===== src/rtl/uart_fifo_rd_ctrl.sv =====
// uart_fifo_rd_ctrl
//   Read-side controller of an asynchronous byte FIFO. It synchronises the
//   Gray-coded write pointer into the read clock domain, and keeps the binary
//   and Gray read pointers. It prefetches memory words into a registered
//   output stage with valid/ready handshaking. It also reports how many
//   fetched-but-not-yet-read words remain in memory.
//
// Ports
//   i_rd_ctrl_rclk       read-domain clock (only clock)
//   i_rd_ctrl_rrst_n     asynchronous active-low reset
//   i_rd_ctrl_wptr_gray  Gray write pointer from the write domain (async)
//   i_rd_ctrl_rdata      combinational memory data at o_rd_ctrl_raddr
//   o_rd_ctrl_raddr      memory read address
//   o_rd_ctrl_rptr_gray  registered Gray read pointer for the write domain
//   o_rd_ctrl_empty      no unfetched word left in memory
//   o_rd_ctrl_data       registered output byte
//   o_rd_ctrl_valid      o_rd_ctrl_data holds a word
//   i_rd_ctrl_ready      consumer accepts the held word
//   o_rd_ctrl_count      unfetched words in memory (0..FIFO_DEPTH)
module uart_fifo_rd_ctrl #(
   parameter int FIFO_DEPTH = 8,
   parameter int PTR_WIDTH  = $clog2(FIFO_DEPTH) + 1
) (
   input  logic                 i_rd_ctrl_rclk,
   input  logic                 i_rd_ctrl_rrst_n,
   input  logic [PTR_WIDTH-1:0] i_rd_ctrl_wptr_gray,
   input  logic [7:0]           i_rd_ctrl_rdata,
   output logic [PTR_WIDTH-2:0] o_rd_ctrl_raddr,
   output logic [PTR_WIDTH-1:0] o_rd_ctrl_rptr_gray,
   output logic                 o_rd_ctrl_empty,
   output logic [7:0]           o_rd_ctrl_data,
   output logic                 o_rd_ctrl_valid,
   input  logic                 i_rd_ctrl_ready,
   output logic [PTR_WIDTH-1:0] o_rd_ctrl_count
);

   // The pointer needs exactly one wrap bit above the memory address.
   if (PTR_WIDTH != $clog2(FIFO_DEPTH) + 1) begin : g_bad_ptr_width
      $error("uart_fifo_rd_ctrl: PTR_WIDTH must equal $clog2(FIFO_DEPTH)+1");
   end

   // Bit i of the binary value is the XOR of all Gray bits at or above i.
   function automatic logic [PTR_WIDTH-1:0] gray2bin(input logic [PTR_WIDTH-1:0] g);
      logic [PTR_WIDTH-1:0] b;
      b = '0;
      for (int unsigned i = 0; i < PTR_WIDTH; i++) begin
         b[i] = ^(g >> i);
      end
      return b;
   endfunction

   logic [PTR_WIDTH-1:0] wq1_q, wq2_q;
   logic [PTR_WIDTH-1:0] rbin_q, rbin_d;
   logic [PTR_WIDTH-1:0] rgray_q, rgray_d;
   logic [7:0]           data_q, data_d;
   logic                 valid_q, valid_d;
   logic [PTR_WIDTH-1:0] count_q, count_d;
   logic                 empty;
   logic                 fetch;

   assign empty = (rgray_q == wq2_q);
   // Load the output stage when it is free or being drained this cycle.
   assign fetch = !empty && (!valid_q || i_rd_ctrl_ready);

   always_comb begin
      rbin_d  = rbin_q;
      data_d  = data_q;
      valid_d = valid_q;
      if (fetch) begin
         data_d  = i_rd_ctrl_rdata;
         valid_d = 1'b1;
         rbin_d  = rbin_q + PTR_WIDTH'(1);
      end else if (valid_q && i_rd_ctrl_ready) begin
         valid_d = 1'b0;
      end
      rgray_d = rbin_d ^ (rbin_d >> 1);
      // wq1_q is the value wq2_q takes on this edge, so count tracks the
      // post-edge pointers without an extra cycle of lag.
      count_d = gray2bin(wq1_q) - rbin_d;
   end

   always_ff @(posedge i_rd_ctrl_rclk or negedge i_rd_ctrl_rrst_n) begin
      if (!i_rd_ctrl_rrst_n) begin
         wq1_q   <= '0;
         wq2_q   <= '0;
         rbin_q  <= '0;
         rgray_q <= '0;
         data_q  <= '0;
         valid_q <= 1'b0;
         count_q <= '0;
      end else begin
         wq1_q   <= i_rd_ctrl_wptr_gray;
         wq2_q   <= wq1_q;
         rbin_q  <= rbin_d;
         rgray_q <= rgray_d;
         data_q  <= data_d;
         valid_q <= valid_d;
         count_q <= count_d;
      end
   end

   assign o_rd_ctrl_raddr     = rbin_q[PTR_WIDTH-2:0];
   assign o_rd_ctrl_rptr_gray = rgray_q;
   assign o_rd_ctrl_empty     = empty;
   assign o_rd_ctrl_data      = data_q;
   assign o_rd_ctrl_valid     = valid_q;
   assign o_rd_ctrl_count     = count_q;

endmodule


===== config.mk =====
export PLATFORM = sky130hd
export DESIGN_NAME = uart_fifo_rd_ctrl
export DESIGN_NICKNAME = d
export VERILOG_FILES = /design/src/rtl/uart_fifo_rd_ctrl.sv
export SDC_FILE = /design/constraint.sdc
export NUM_CORES = 1
export LEC_CHECK = 0
export ABC_AREA = 1
export CORE_ASPECT_RATIO = 0.8
export CORE_UTILIZATION = 40
export CTS_CLUSTER_DIAMETER = 30
export CTS_CLUSTER_SIZE = 8
export DETAILED_ROUTE_END_ITERATION = 8
export PLACE_DENSITY = 0.7
export SLEW_MARGIN = 20
export SYNTH_ARGS = -nofsm -noshare
export SYNTH_HDL_FRONTEND = slang
export SYNTH_SLANG_ARGS = --single-unit

===== constraint.sdc =====
create_clock -name i_rd_ctrl_rclk -period 2.05 [get_ports i_rd_ctrl_rclk]
set_input_delay 0.615 -clock i_rd_ctrl_rclk [delete_from_list [all_inputs] [get_ports i_rd_ctrl_rclk]]
set_output_delay 0.615 -clock i_rd_ctrl_rclk [all_outputs]
set_load 0.03 [all_outputs]

==> impl_metrics.ini <==
[logic_synthesis]
yosysSeqAreaShare_pct = 55.06
syn-num-nets = 134
syn_area_sq_um = 1272
synth_cell_types = 20
ys_warn_count = 0
synthCells = 115
avgSynthCellArea_sq_um = 11.06
synth-seq-cells = 28

[sta]
relSlewSlack_pct = 76.75
timing.hold.ws_ns = 0.4860
clock.fmax_mhz = 500.2
report.final.slew_viol_count = 0
fin_crit_sh_pct = 97.53
final-setup-viol-count = 0
rsz0062_at_grt = no
fin_crit_ns = 1.999
hold_viol = 0
final.setup_skew_ns = 0.001538
worst_pin_slew_ns = 0.3487

[worst_setup_path]
r2r-end = o_rd_ctrl_count[3]
crit_path_cell_trace = clkdlybuf4s50_1
critPathSlowestCell = clkdlybuf4s50_1
critical_path.max_stage_delay_ns = 0.70
reg2regPathDepth = 13
endpoint_kind = output port
path_class = flip-flop to output port
cp.required_ns = 1.43
regToRegSetupSlack_ns = 0.11
r2r-start = o_rd_ctrl_rptr_gray[1]
startpoint_type = flip-flop
cp_num_cells = 1
crit_buf_inv = 1
worstPathMaxFanout = 4
cp.arrival_ns = 1.38
cp_top_family = buffers and inverters

[placed_design]
portBuffers = 35
placed_cell_area_sq_um = 1720
dp.final_hpwl_um = 1981
gp_congestion = 0.8619
place_inst = 196

[detailed_routing]
drt_first_pass_iters = 4
via_count = 916
wl_um = 2597
post_drt_wl_per_cell_um = 12.67
ant_nets = 0
drc = 0
via_per_inst = 4.468
drt_first_iter_violations = 18

[cells_and_area]
drive_gt1_share_pct = 30.54
fillCellCount = 249
final_util_pct = 65.70
num_antenna_cells = 0
final_cells = 205
fin_area_sq_um = 1901
area_delta_synth_final_pct = 49.36
mostFrequentLayoutCells = clkdlybuf4s50_1 (32), nand2_1 (25), dfrtp_1 (23)
layout_commonest_cell = clkdlybuf4s50_1
fin_nets = 187

[global_routing]
grt.total_usage_pct = 17.32
grt_pass1_vias = 927
grt_max_degree = 29
grt_pass1_wl_um = 4305
grt-ovfl-total = 0
antenna_found_initial = 0

[cts]
cts_buffers = 3
numClockSinks = 28
h-tree-depth = 1
clk_latency_ns = 0.27
cts_buffer_depth = 2
cts_tree = done
clock_tree.root_cell = clkbuf_8
clkTransAtPathRegs_ns = 0.09
cts_hold_buf = 0

[min_path]
hold_class = flip-flop to flip-flop
hold_depth = 0
min_from = wq1_q[0]
min_delay_worst_endpoint = wq2_q[0]

[floorplanning]
rows = 17
die_area_sq_um = 3412
die_w_um = 65.06
start_util_pct = 43.99
core_sq_um = 2893
ios = 36
die_y_um = 52.45

[flow_run]
maxCapViolCount = 0

[pwr]
finalPower_mw = 2.980
cellPowerDensity_nw_per_um2 = 1568
ir_drop_uv = 798.5
p_leak_nw = 0.9163

[outcome]
status = complete, no violations
## registers in the layout (all words and copies together) (netlist names)
signal	cells
o_rd_ctrl_data	8
o_rd_ctrl_count	4
rbin_q	4
wq1_q	4
wq2_q	4
o_rd_ctrl_rptr_gray	3
o_rd_ctrl_valid	1
## area by class of cell
class | count | area, sq um | share of cell area, %
Clock inverter | 1 | 30.03 | 1.580
Clock buffer | 3 | 41.29 | 2.172
Sequential cell | 28 | 706.9 | 37.20
Multi-Input combinational cell | 65 | 543.0 | 28.57
Inverter | 21 | 81.33 | 4.279
Timing Repair Buffer | 49 | 450.4 | 23.70
Tap cell | 38 | 47.55 | 2.502
## worst max path at each step
stage	slack (ns)	startpoint	end
floorplan	-0.01	i_rd_ctrl_ready	o_rd_ctrl_count[2]
global placement	-0.34	i_rd_ctrl_ready	o_rd_ctrl_count[2]
detailed placement	-0.41	i_rd_ctrl_ready	o_rd_ctrl_count[2]
CTS	0.04	rbin_q[1]	o_rd_ctrl_raddr[1]
global route	0.003	wq2_q[1]	o_rd_ctrl_count[3]
finish	0.05	rbin_q[1]	o_rd_ctrl_raddr[1]
## cell families after synthesis
| family | share of synthesized area [%] |
|---|---|
| XOR/XNOR | 7.669 |
| buffers and inverters | 7.768 |
| AO/OA/AOI/OAI | 1.279 |
| multiplexers | 7.080 |
| flip-flops | 55.06 |
| AND/OR/NAND/NOR | 16.62 |
| adder cells (fa/ha/maj) | 4.523 |
## where the power goes
group          switching (mW)  total (mW)  leakage (nW)  internal (mW)
sequential              0.116       0.855         0.318          0.739
clock                   0.167       0.428        0.0357          0.261
combinational           0.926        1.70         0.562          0.770
total                    1.21        2.98         0.916           1.77
## through the flow
stage,worst slack (ns),TNS [ns]
2_1_floorplan,-0.01058,-0.01058
3_3_place_gp,-0.3450,-0.8852
3_5_place_dp,-0.4132,-1.071
4_1_cts,0.04158,0
5_1_grt,0.002592,0
6_report,0.05060,0
## synth_stat cells
master	number	share of area, %
inv_1	20	5.9
mux2_2	8	7.1
xor2_1	4	2.8
xnor2_1	4	2.8
nand3b_1	2	1.2
nand2_1	26	7.7
nand3_1	6	2.4
nand2_2	3	1.5
buf_12	1	1.6
nand2_4	2	1.8
xor2_4	1	2.2
ha_1	3	3.0
o21ai_2	1	0.69
nor2_2	1	0.49
a21o_1	1	0.59
inv_2	1	0.29
fa_1	1	1.6
nand3_2	1	0.79
nor2_4	1	0.88
dfrtp_1	28	55
## metal layers
metal | wire length [um] | part of all wire, % | vias to the layer above | global-route usage [%]
li1 | - | - | 448 | -
met1 | 1174 | 45 | 449 | 21.52
met2 | 1318 | 51 | 15 | 29.86
met3 | 65 | 2.5 | 4 | 3.478
met4 | 38 | 1.5 | 0 | 6.884
met5 | 0 | 0 | - | 0
## repair_timing
action | in CTS | in global routing
buffers inserted | 3 | 2
pin swaps | 6 | 2
gates resized for setup | 13 | 3
setup endpoints to repair | 4 | 1
Power figures use the tool's default switching activity.
